===== src/rtl/pc_sequencer_pkg.sv =====
// Shared state encodings and opcode constants for the program-counter sequencer.
package pc_sequencer_pkg;

    typedef enum logic [2:0] {
        StIdle  = 3'd0,
        StFetch = 3'd1,
        StExec  = 3'd2,
        StRedir = 3'd3,
        StHalt  = 3'd4
    } pc_state_e;

    localparam logic [3:0] OpJmp  = 4'hC;
    localparam logic [3:0] OpBeq  = 4'hD;
    localparam logic [3:0] OpBne  = 4'hE;
    localparam logic [3:0] OpHalt = 4'hF;

endpackage


===== src/rtl/sign_extend_shifter.sv =====
// Sign-extends either the wide jump field or the narrow branch field and scales it
// to a byte offset.
module sign_extend_shifter #(
    parameter int unsigned InW   = 12,
    parameter int unsigned BrW   = 8,
    parameter int unsigned OutW  = 16,
    parameter int unsigned Shift = 1
) (
    input  logic [InW-1:0]  ext_in,
    input  logic            ext_jump,
    output logic [OutW-1:0] ext_out
);

    logic [OutW-1:0] wide_jmp;
    logic [OutW-1:0] wide_br;

    assign wide_jmp = {{(OutW - InW){ext_in[InW-1]}}, ext_in};
    assign wide_br  = {{(OutW - BrW){ext_in[BrW-1]}}, ext_in[BrW-1:0]};
    assign ext_out  = (ext_jump ? wide_jmp : wide_br) << Shift;

endmodule


===== src/rtl/pc_sequencer.sv =====
// Program-counter controller: fetches instructions, hands them to the datapath and
// redirects the PC on jumps and taken branches.
module pc_sequencer
    import pc_sequencer_pkg::*;
#(
    parameter logic [15:0] RESET_PC = 16'h0000,
    parameter logic [15:0] PC_STEP  = 16'd2
) (
    input  logic        clk,
    input  logic        rst,
    input  logic        start,
    output logic [15:0] imem_addr,
    output logic        imem_req,
    input  logic        imem_ready,
    input  logic [15:0] imem_data,
    output logic [15:0] instr_out,
    output logic        instr_valid,
    input  logic        exec_done,
    input  logic        zero_flag,
    output logic        redirect,
    output logic        halted
);

    pc_state_e   state_q, state_d;
    logic [15:0] pc_q, pc_d;
    logic [15:0] instr_q, instr_d;
    logic        imem_req_q, instr_valid_q, redirect_q, halted_q;

    logic [3:0]  op;
    logic [15:0] ext_out;
    logic [15:0] target;
    logic        taken;

    assign op = instr_q[15:12];

    sign_extend_shifter #(12, 8, 16, 1) u_ext (
        .ext_in   (instr_q[11:0]),
        .ext_jump (op == OpJmp),
        .ext_out  (ext_out)
    );

    assign target = pc_q + PC_STEP + ext_out;
    assign taken  = (op == OpJmp) || ((op == OpBeq) && zero_flag) ||
                    ((op == OpBne) && !zero_flag);

    always_comb begin
        state_d = state_q;
        pc_d    = pc_q;
        instr_d = instr_q;
        unique case (state_q)
            StIdle: begin
                if (start) state_d = StFetch;
            end
            StFetch: begin
                if (imem_ready) begin
                    instr_d = imem_data;
                    state_d = StExec;
                end
            end
            StExec: begin
                if (exec_done) begin
                    if (taken) begin
                        pc_d    = target;
                        state_d = StRedir;
                    end else if (op == OpHalt) begin
                        state_d = StHalt;
                    end else begin
                        pc_d    = pc_q + PC_STEP;
                        state_d = StFetch;
                    end
                end
            end
            StRedir: state_d = StFetch;
            StHalt:  state_d = StHalt;
            default: state_d = StIdle;
        endcase
    end

    // Outputs are registered from the next state so they line up with state_q.
    always_ff @(posedge clk or posedge rst) begin
        if (rst) begin
            state_q       <= StIdle;
            pc_q          <= RESET_PC;
            instr_q       <= 16'h0000;
            imem_req_q    <= 1'b0;
            instr_valid_q <= 1'b0;
            redirect_q    <= 1'b0;
            halted_q      <= 1'b0;
        end else begin
            state_q       <= state_d;
            pc_q          <= pc_d;
            instr_q       <= instr_d;
            imem_req_q    <= (state_d == StFetch);
            instr_valid_q <= (state_d == StExec);
            redirect_q    <= (state_d == StRedir);
            halted_q      <= (state_d == StHalt);
        end
    end

    assign imem_addr   = pc_q;
    assign imem_req    = imem_req_q;
    assign instr_out   = instr_q;
    assign instr_valid = instr_valid_q;
    assign redirect    = redirect_q;
    assign halted      = halted_q;

endmodule


===== config.mk =====
export PLATFORM = sky130hd
export DESIGN_NAME = pc_sequencer
export DESIGN_NICKNAME = d
export VERILOG_FILES = /design/src/rtl/pc_sequencer_pkg.sv /design/src/rtl/sign_extend_shifter.sv /design/src/rtl/pc_sequencer.sv
export SDC_FILE = /design/constraint.sdc
export NUM_CORES = 1
export LEC_CHECK = 0
export ABC_AREA = 1
export CAP_MARGIN = 20
export CORE_ASPECT_RATIO = 1.1
export CORE_MARGIN = 2
export CORE_UTILIZATION = 42
export CTS_CLUSTER_DIAMETER = 200
export DETAILED_ROUTE_END_ITERATION = 10
export HOLD_SLACK_MARGIN = 0.02
export PLACE_DENSITY = 0.77
export REMOVE_ABC_BUFFERS = 1
export SETUP_SLACK_MARGIN = 0.3
export SYNTH_ARGS = -nofsm -noshare
export SYNTH_HDL_FRONTEND = slang
export SYNTH_SLANG_ARGS = --single-unit

===== constraint.sdc =====
create_clock -name clk -period 6.8 [get_ports clk]
set_clock_uncertainty 0.1 [all_clocks]
set_input_delay 1.36 -clock clk [delete_from_list [all_inputs] [get_ports clk]]
set_output_delay 1.36 -clock clk [all_outputs]
set_load 0.02 [all_outputs]

# After elaboration in Yosys (flattened, before gate mapping)
# Index checks and enable logic that the tools add are counted.
dict set report totals {
  register_bits 39
  in_bits 22
}
dict set report op_classes {
  n_addsub 2
  n_eq_ne 13
  mux 9
  reduce_logical 8
}
# operator n
set ops {}
lappend ops {{16-bit 2-to-1 mux} 2}
lappend ops {{16-bit adder} 1}
lappend ops {{16-bit by 2-bit adder with 16-bit output (second input constant)} 1}
lappend ops {{4-bit equality test (second input constant)} 4}
lappend ops {{15-bit 2-to-1 mux} 1}
lappend ops {{3-bit 2-to-1 mux} 5}
lappend ops {{3-bit one-hot mux with 5 select lines} 1}
lappend ops {{3-bit by 2-bit equality test with 1-bit output (second input constant)} 4}
lappend ops {{3-bit by 1-bit equality test with 1-bit output (second input constant)} 2}
lappend ops {{3-bit equality test (second input constant)} 2}
lappend ops {{3-bit zero test} 1}
lappend ops {{3-bit AND reduction} 1}
lappend ops {{1-bit logical AND} 2}
lappend ops {{1-bit logical OR} 2}
lappend ops {{2-bit != test (second input constant)} 1}
lappend ops {{2-bit AND reduction} 1}
lappend ops {{1-bit zero test} 1}

# Longest topological paths before layout
# Gate-level depths: netlist (run 1).
dict set report logic_depth {
  ltp_word 8
  depth_mapped 19
  ltp_nobuf 19
}

# Modules after synthesis
# From an unflattened synthesis (run 1), not the netlist that was laid out.
dict set report hier_totals {
  hier_cells 403
  hier_area_um2 3000.4
}
# module instances cells_per_inst area_each_um2
set modules_own_cells {}
lappend modules_own_cells {pc_sequencer 1 380 2866.5}
lappend modules_own_cells {sign_extend_shifter 1 23 133.9}

# Worst setup path before layout (run 1)
# Ideal clock, no wire load.
dict set report synth_timing {
  path_type {flip-flop to flip-flop}
  start {register pc_q[1], in the netlist imem_addr[1]}
  end {register pc_q[15], in the netlist imem_addr[15]}
  setup_ns 0.117
  arrival_time_ns 2.325
  path_slack_ns 4.257
  path_stages_with_launch 19
  cell_sequence {dfrtp_1 -> ha_1 -> nand3_1 -> nor2_2 -> nand4_1 -> xor2_1 -> inv_1 -> ha_1 -> nand2_1 -> nor2_1 -> inv_1 -> nor2_1 -> nand2_1 -> nand2_1 -> nand2_1 -> nand3_1 -> nand2_1 -> nand3_1 -> nand2_1}
}
dict set report synth_via {
  elab_chain_cells 3
  word_cells_on_any_way 4
}
# element line
set synth_rtl {}
lappend synth_rtl {{start: declaration} pc_sequencer.sv:25} ;# logic [15:0] pc_q, pc_d;
lappend synth_rtl {{start signal: assignment} pc_sequencer.sv:91} ;# pc_q <= pc_d;
lappend synth_rtl {{16-bit by 2-bit adder with 16-bit output (*)} {pc_sequencer.sv:42, pc_sequencer.sv:68}}
lappend synth_rtl {{16-bit adder or 16-bit 2-to-1 mux (tied branches)} {pc_sequencer.sv:42, pc_sequencer.sv:65}}
lappend synth_rtl {{16-bit 2-to-1 mux (*)} pc_sequencer.sv:62} ;# if (taken) begin
# Mark *: on every way between the ends. The rest lies on a longest branch, timed or not. The select of a mux whose other input is x is not followed.
# A chain may end at the register's enable or synchronous reset.

# Worst setup path in the final report (run 1)
dict set report layout_timing {
  start {input exec_done}
  end {register pc_q[6], in the netlist imem_addr[6]}
}
dict set report layout_via {
  elab_chain_cells 1
}
# element line
set layout_rtl {}
lappend layout_rtl {{start: declaration} pc_sequencer.sv:18} ;# input logic exec_done,
lappend layout_rtl {{3-bit AND reduction (no line)} -}
# No other way between the ends.

==> results of run 1 <==
[layout by cell type, fill, tap and decap left out, types with 4 or more instances in the layout]
| master | n |
|---|---|
| inv_2 | 6 |
| nand4_1 | 10 |
| o21ai_0 | 13 |
| clkbuf_8 | 6 |
| o21ai_1 | 7 |
| a21oi_1 | 17 |
| xor2_1 | 9 |
| or2_2 | 4 |
| inv_1 | 53 |
| dfrtp_1 | 38 |
| nor2_1 | 32 |
| nand2_1 | 132 |
| clkdlybuf4s50_1 | 56 |
| ha_1 | 17 |
| nand3_1 | 31 |
[state kept, by name (all words and copies together), names as in the netlist]
| name | count |
|---|---|
| imem_addr | 15 |
| instr_out | 16 |
| imem_req | 1 |
| instr_valid | 1 |
| state_q | 3 |
| redirect | 1 |
| halted | 1 |
[layout make-up]
cell class / instances / area, um2
clock buffers: 6 / 82.6
flip-flops and latches: 38 / 951
inverters: 59 / 221
multi-input cells: 306 / 1640
repair buffers: 58 / 576
fillers: 652 / 2970
well taps: 82 / 103
clock inverters: 2 / 60.1
[worst reg2reg max path, cell delays in order (launching register included)]
cell	delay [ns]
dfrtp_1	0.47
ha_1	0.19
nand3_1	0.09
nor2_2	0.20
nand4_1	0.13
xor2_1	0.21
inv_1	0.09
ha_1	0.36
nand2_1	0.12
nor2_1	0.16
inv_1	0.05
nor2_1	0.08
nand2_1	0.07
nand3_1	0.11
nand3_1	0.09
nand2_1	0.08
nand3_1	0.11
nand2_1	0.11
[per-layer routing]
metal	share of wire	up-vias	wire length, um
met1	0.45	1314	3250
met5	0	-	0
met2	0.48	86	3450
met3	0.055	10	393
li1	-	1432	-
met4	0.016	0	113
[path summary, 6_finish.rpt]
path / from / endpoint / slack [ns] / cells past startpoint
max: exec_done / imem_addr[6]$_DFFE_PP0P_ / 3.69 / 7
min reg2reg: instr_out[8]$_DFFE_PP0P_ / instr_out[8]$_DFFE_PP0P_ / 0.40 / 2
max reg2reg: imem_addr[1]$_DFFE_PP0P_ / imem_addr[15]$_DFFE_PP0P_ / 3.92 / 17
min: instr_out[8]$_DFFE_PP0P_ / instr_out[8]$_DFFE_PP0P_ / 0.40 / 2
max in group asynchronous: rst / imem_addr[13]$_DFFE_PP0P_ / 4.88 / 3
min in group asynchronous: rst / instr_out[12]$_DFFE_PP0P_ / 1.36 / 3
[logic make-up (layout without fill, tap and decap cells)]
logic type      after synthesis  count (layout)  share of synthesized area
fa+ha+maj                    18              18                     0.0812
buf+inv                      68             125                     0.0978
xor+xnor                      9               9                     0.0275
flops                        38              38                      0.332
compound gates               53              53                      0.112
other cells                   1               1                    0.00131
simple gates                225             225                      0.349
[stage by stage]
step	power (mW)	worst slack, ns	util	hold slack [ns]	cells
floorplan	1.29	3.96	-	0.498	403
detailed placement	1.69	3.36	0.529	0.385	543
CTS	1.94	3.66	0.550	0.406	551
global route	2.12	3.51	0.550	0.449	551
finish	1.94	3.69	0.550	0.404	551
global placement	1.65	3.42	0.529	0.385	543
[power by group through the flow]
stage	Combinational (mW)	Clock, mW	Sequential (mW)
after global placement	1.22	0	0.436
after floorplan	0.757	0	0.530
after global routing	1.41	0.256	0.454
after CTS	1.26	0.244	0.436
after detailed placement	1.25	0	0.438
final	1.26	0.242	0.438
==> impl_metrics.tcl, run 1 <==
set metrics [dict create \
    placement_rows 31 \
    die-area_um2 7500 \
    worstSetupPathType "primary input to flop" \
    post_cts_buffers 0 \
    ys_seq_area_frac 0.332 \
    min_period_over_period 0.458 \
    grt_pass1_vias 2661 \
    cellPowerDensity_nw_per_um2 536 \
    grt_pass1_wl_um 12100 \
    core_um2 6590 \
    cts_root_buffer "clkbuf_8" \
    critPathArrivalTime_ns 3.25 \
    p_comb_frac 0.650 \
    rsz0062_at_grt "false" \
    required_ns 6.93 \
    finalSetupViolCount 0 \
    final_area_um2 3630 \
    routed_via_density 5.16 \
    clkTransAtPathRegs_ns 0.08 \
    swShare 0.498 \
    grt.busiest_layer "met2" \
    die_h_um 90.6 \
    dr.pass1.iters 4 \
    drt_iter0_markers 186 \
    ctsHoldBuffers 0 \
    leakage_nw 1.85 \
    clkPwrFrac 0.124 \
    htree_levels 2 \
    p_switching_uw 968 \
    met1_usage 0.272 \
    cts_buffers 5 \
    synth_edf_count 0 \
    insertion_delay_ns 0.31 \
    routed_wl_um 7200 \
    port_buffers 56 \
    peakVddDrop_mv 0.267 \
    setup-tns-final_ns 0 \
    dieWidth_um 82.8 \
    tightest_slew_ns 0.900 \
    gp_congestion 0.882 \
    route.detailed.drc 0 \
    place_area_um2 3490 \
    final.min_clock_period_ns 3.11 \
    drv_cap 0 \
    cts_tree "built" \
    syn_to_final_growth_pct 26.6 \
    global_route.usage.met3 0.0440 \
    ys_seq_elements 38 \
    io_pins 58 \
    critical-path-top-delay-family "simple AND/OR/NAND/NOR gates" \
    crit_buf_inv 2 \
    dp_hpwl_um 5460 \
    sequentialPowerShare 0.225 \
    slowest_stage "nor2_2" \
    syn_inst 412 \
    grt_overflow 0 \
    finalMaxSlewViolations 0 \
    cp-start-kind "primary input" \
    ys_types 37 \
    cts_buffer_depth 2 \
    grt_start_max_net_pins 39 \
    hold_violations 0 \
    synth_ff_type "dfrtp_1" \
    slew_headroom 0.399 \
    yosysWarnings 0 \
    via_count 2842 \
    met2_usage 0.332 \
    syn_avg_cell_area_um2 6.96 \
    final_layout_size_suffix_gt1_frac 0.0874 \
    grt_antenna_before_repair 0 \
    synthTopCellsByArea "dfrtp_1, nand2_1, ha_1" \
    status "finished, final reports clean" \
    synth_top_area_frac 0.332 \
    grt_util_all_layers 0.206 \
    synthArstFlopShare 1.00 \
    avgRoutedWirePerCell_um 13.1 \
    crit_path_end_kind "flop" \
    clock-sinks 38 \
    fmax_ghz 0.321 \
    cp_max_fo 21 \
    final_antenna_net_count 0 \
    cts_resized 0 \
    netlist_area_um2 2870 \
    yosysTopAreaCell "dfrtp_1" \
    n_antenna_cell 0 \
    synth_most_common_cell "nand2_1" \
    min_path_type "flop to flop" \
    p_int_uw 976 \
    synth_top_cells_by_count "nand2_1, inv_1, dfrtp_1, nor2_1, nand3_1" \
    initial_core_util 0.435 \
    fin_nets 508 \
    slowest_delay_ns 0.69 \
    path_cells "clkdlybuf4s50_1, nand2_1, nor2_2, inv_2, a21oi_1, o21ai_1, o21ai_0" \
]
No activity file was read; power rests on OpenSTA's default activity.
==> run 2, diff against run 1 <==
- PLACE_DENSITY: 0.77 -> 0.8
- clock period: 6.8 -> 2.6 ns (I/O delays scaled with it)
==> run 2 against run 1 <==
The run now ends with setup timing left; sequential power rose to 2.7 times the previous value; global-route usage is 1.8 points higher; clock-buffer cell count unchanged; critical path type is now flop to flop; largest cell class unchanged; highest routed layer unchanged.
==> impl_metrics.tcl, run 2 (synthesis gave the netlist of run 1 again) <==
set metrics [dict create \
    status "finished with violations" \
    violations "setup timing" \
    cellPowerDensity_nw_per_um2 1550 \
    grt_start_max_net_pins 39 \
    drv_cap 0 \
    grt_util_all_layers 0.224 \
    fmax_ghz 0.383 \
    largest_reg_flops 16 \
    critPathArrivalTime_ns 2.74 \
    cts_buffers 5 \
    cp_max_fo 4 \
    grt_pass1_vias 2962 \
    route.detailed.drc 0 \
    min_period_over_period 1.00 \
    rsz0062_at_grt "true" \
    slew_headroom 0.660 \
    placement_rows 31 \
    core_um2 6590 \
    peakVddDrop_mv 0.710 \
    grt_antenna_before_repair 0 \
    fin_util 0.656 \
    cp-start-kind "flop" \
    final.min_clock_period_ns 2.61 \
    via_count 3196 \
    clkTransAtPathRegs_ns 0.09 \
    n_antenna_cell 0 \
    dr.pass1.iters 5 \
    grt_overflow 0 \
    final_layout_size_suffix_gt1_frac 0.301 \
    clock-sinks 38 \
    mostFrequentLayoutCell "nand2_1" \
    initial_core_util 0.435 \
    fin_nets 540 \
    finalMaxSlewViolations 0 \
    port_buffers 56 \
    hold_violations 0 \
    fill_cells 504 \
    tightest_slew_ns 0.511 \
    dp_hpwl_um 5630 \
    io_pins 58 \
    cts_buffer_depth 2 \
    die-area_um2 7500 \
    hold_ws_ns 0.406 \
    final_antenna_net_count 0 \
    required_ns 2.73 \
    die_h_um 90.6 \
    gp_congestion 0.987 \
    worstSetupPathType "flop to flop" \
    finalSetupViolCount 1 \
    avgRoutedWirePerCell_um 16.0 \
    cts_tree "built" \
    setup_ws_ns -0.00848 \
    layout_common_cells "nand2_1, clkdlybuf4s50_1, inv_1" \
    routed_via_density 5.48 \
    syn_to_final_growth_pct 51.0 \
    dieWidth_um 82.8 \
    routed_wl_um 9340 \
    leakage_nw 2.04 \
    htree_levels 2 \
    crit_path_end_kind "flop" \
    min_path_type "flop to flop" \
    drt_iter0_markers 213 \
    grt_pass1_wl_um 13200 \
    cts_root_buffer "clkbuf_8" \
    insertion_delay_ns 0.31 \
    post-place-ws_ns -0.0218 \
]
## run 2: cell count changes in the layout (fill, tap and decap cells not counted), sizes merged
cell,before,now
bufinv,2,0
clkinv,0,1
clkinvlp,0,1
buf,2,34
## run 2: worst max-delay path, cell delays in order, from the launching register on
cell     delay [ns]
dfrtp_2        0.47
ha_4           0.16
nand3_2        0.08
nor2_4         0.12
nand4_1        0.10
xor2_1         0.20
inv_1          0.11
ha_4           0.31
nand2_1        0.14
nor2_2         0.16
nand3_1        0.11
nand3_2        0.10
nor2_1         0.05
nor2_1         0.10
nand2_1        0.08
a21oi_2        0.13
## run 2: layout make-up
class,instances,area (um2),share of cell area
timing repair buffer,90,816,0.188
sequential,38,957,0.221
multi-input combinational,306,2130,0.493
clock inverter,2,12.5,0.00289
tap,82,103,0.0237
inverter,59,224,0.0517
clock buffer,6,82.6,0.0191
## run 2: timing repair
item,4_1_cts,5_1_grt
hold endpoints to repair,0,0
buffers inserted,12,11
gates resized for setup,30,79
hold buffers,0,0
pin swaps,12,30
endpoints found under the setup margin,10,13
## run 2: per-layer routing
metal	track usage	up-vias	part of all wire
li1	-	1490	-
met4	0.0915	0	0.031
met1	0.280	1512	0.39
met2	0.370	162	0.52
met3	0.0440	32	0.059
met5	0	-	0
## run 2: final timing paths
path / start / cells after the start / slack (ns) / endpoint
hold / removal: instr_out[10]$_DFFE_PP0P_ / 2 / 0.41 / instr_out[10]$_DFFE_PP0P_
setup / recovery: imem_addr[2]$_DFFE_PP0P_ / 15 / -0.008 / imem_addr[12]$_DFFE_PP0P_
min in group asynchronous: rst / 3 / 0.54 / instr_out[4]$_DFFE_PP0P_
hold reg to reg: instr_out[10]$_DFFE_PP0P_ / 2 / 0.41 / instr_out[10]$_DFFE_PP0P_
max in group asynchronous: rst / 3 / 1.48 / imem_addr[8]$_DFFE_PP0P_
setup reg to reg: imem_addr[2]$_DFFE_PP0P_ / 15 / -0.008 / imem_addr[12]$_DFFE_PP0P_
## run 2: report_power, final
part / total [mW] / internal [mW] / switching, mW
combinational: 5.10 / 2.20 / 2.89
sequential: 1.17 / 0.856 / 0.319
clock: 0.446 / 0.214 / 0.232
total: 6.72 / 3.27 / 3.45
## run 2: metrics by stage
| step | total power [mW] | instances | setup TNS [ns] | cell area [um2] |
|---|---|---|---|---|
| final | 6.72 | 583 | -0.00848 | 4330 |
| after global routing | 7.15 | 583 | -0.284 | 4330 |
| after detailed placement | 4.51 | 552 | -0.0218 | 3550 |
| after CTS | 5.42 | 572 | 0 | 3860 |
| after global placement | 4.43 | 552 | 0 | 3550 |
| after floorplan | 3.37 | 403 | 0 | 2810 |
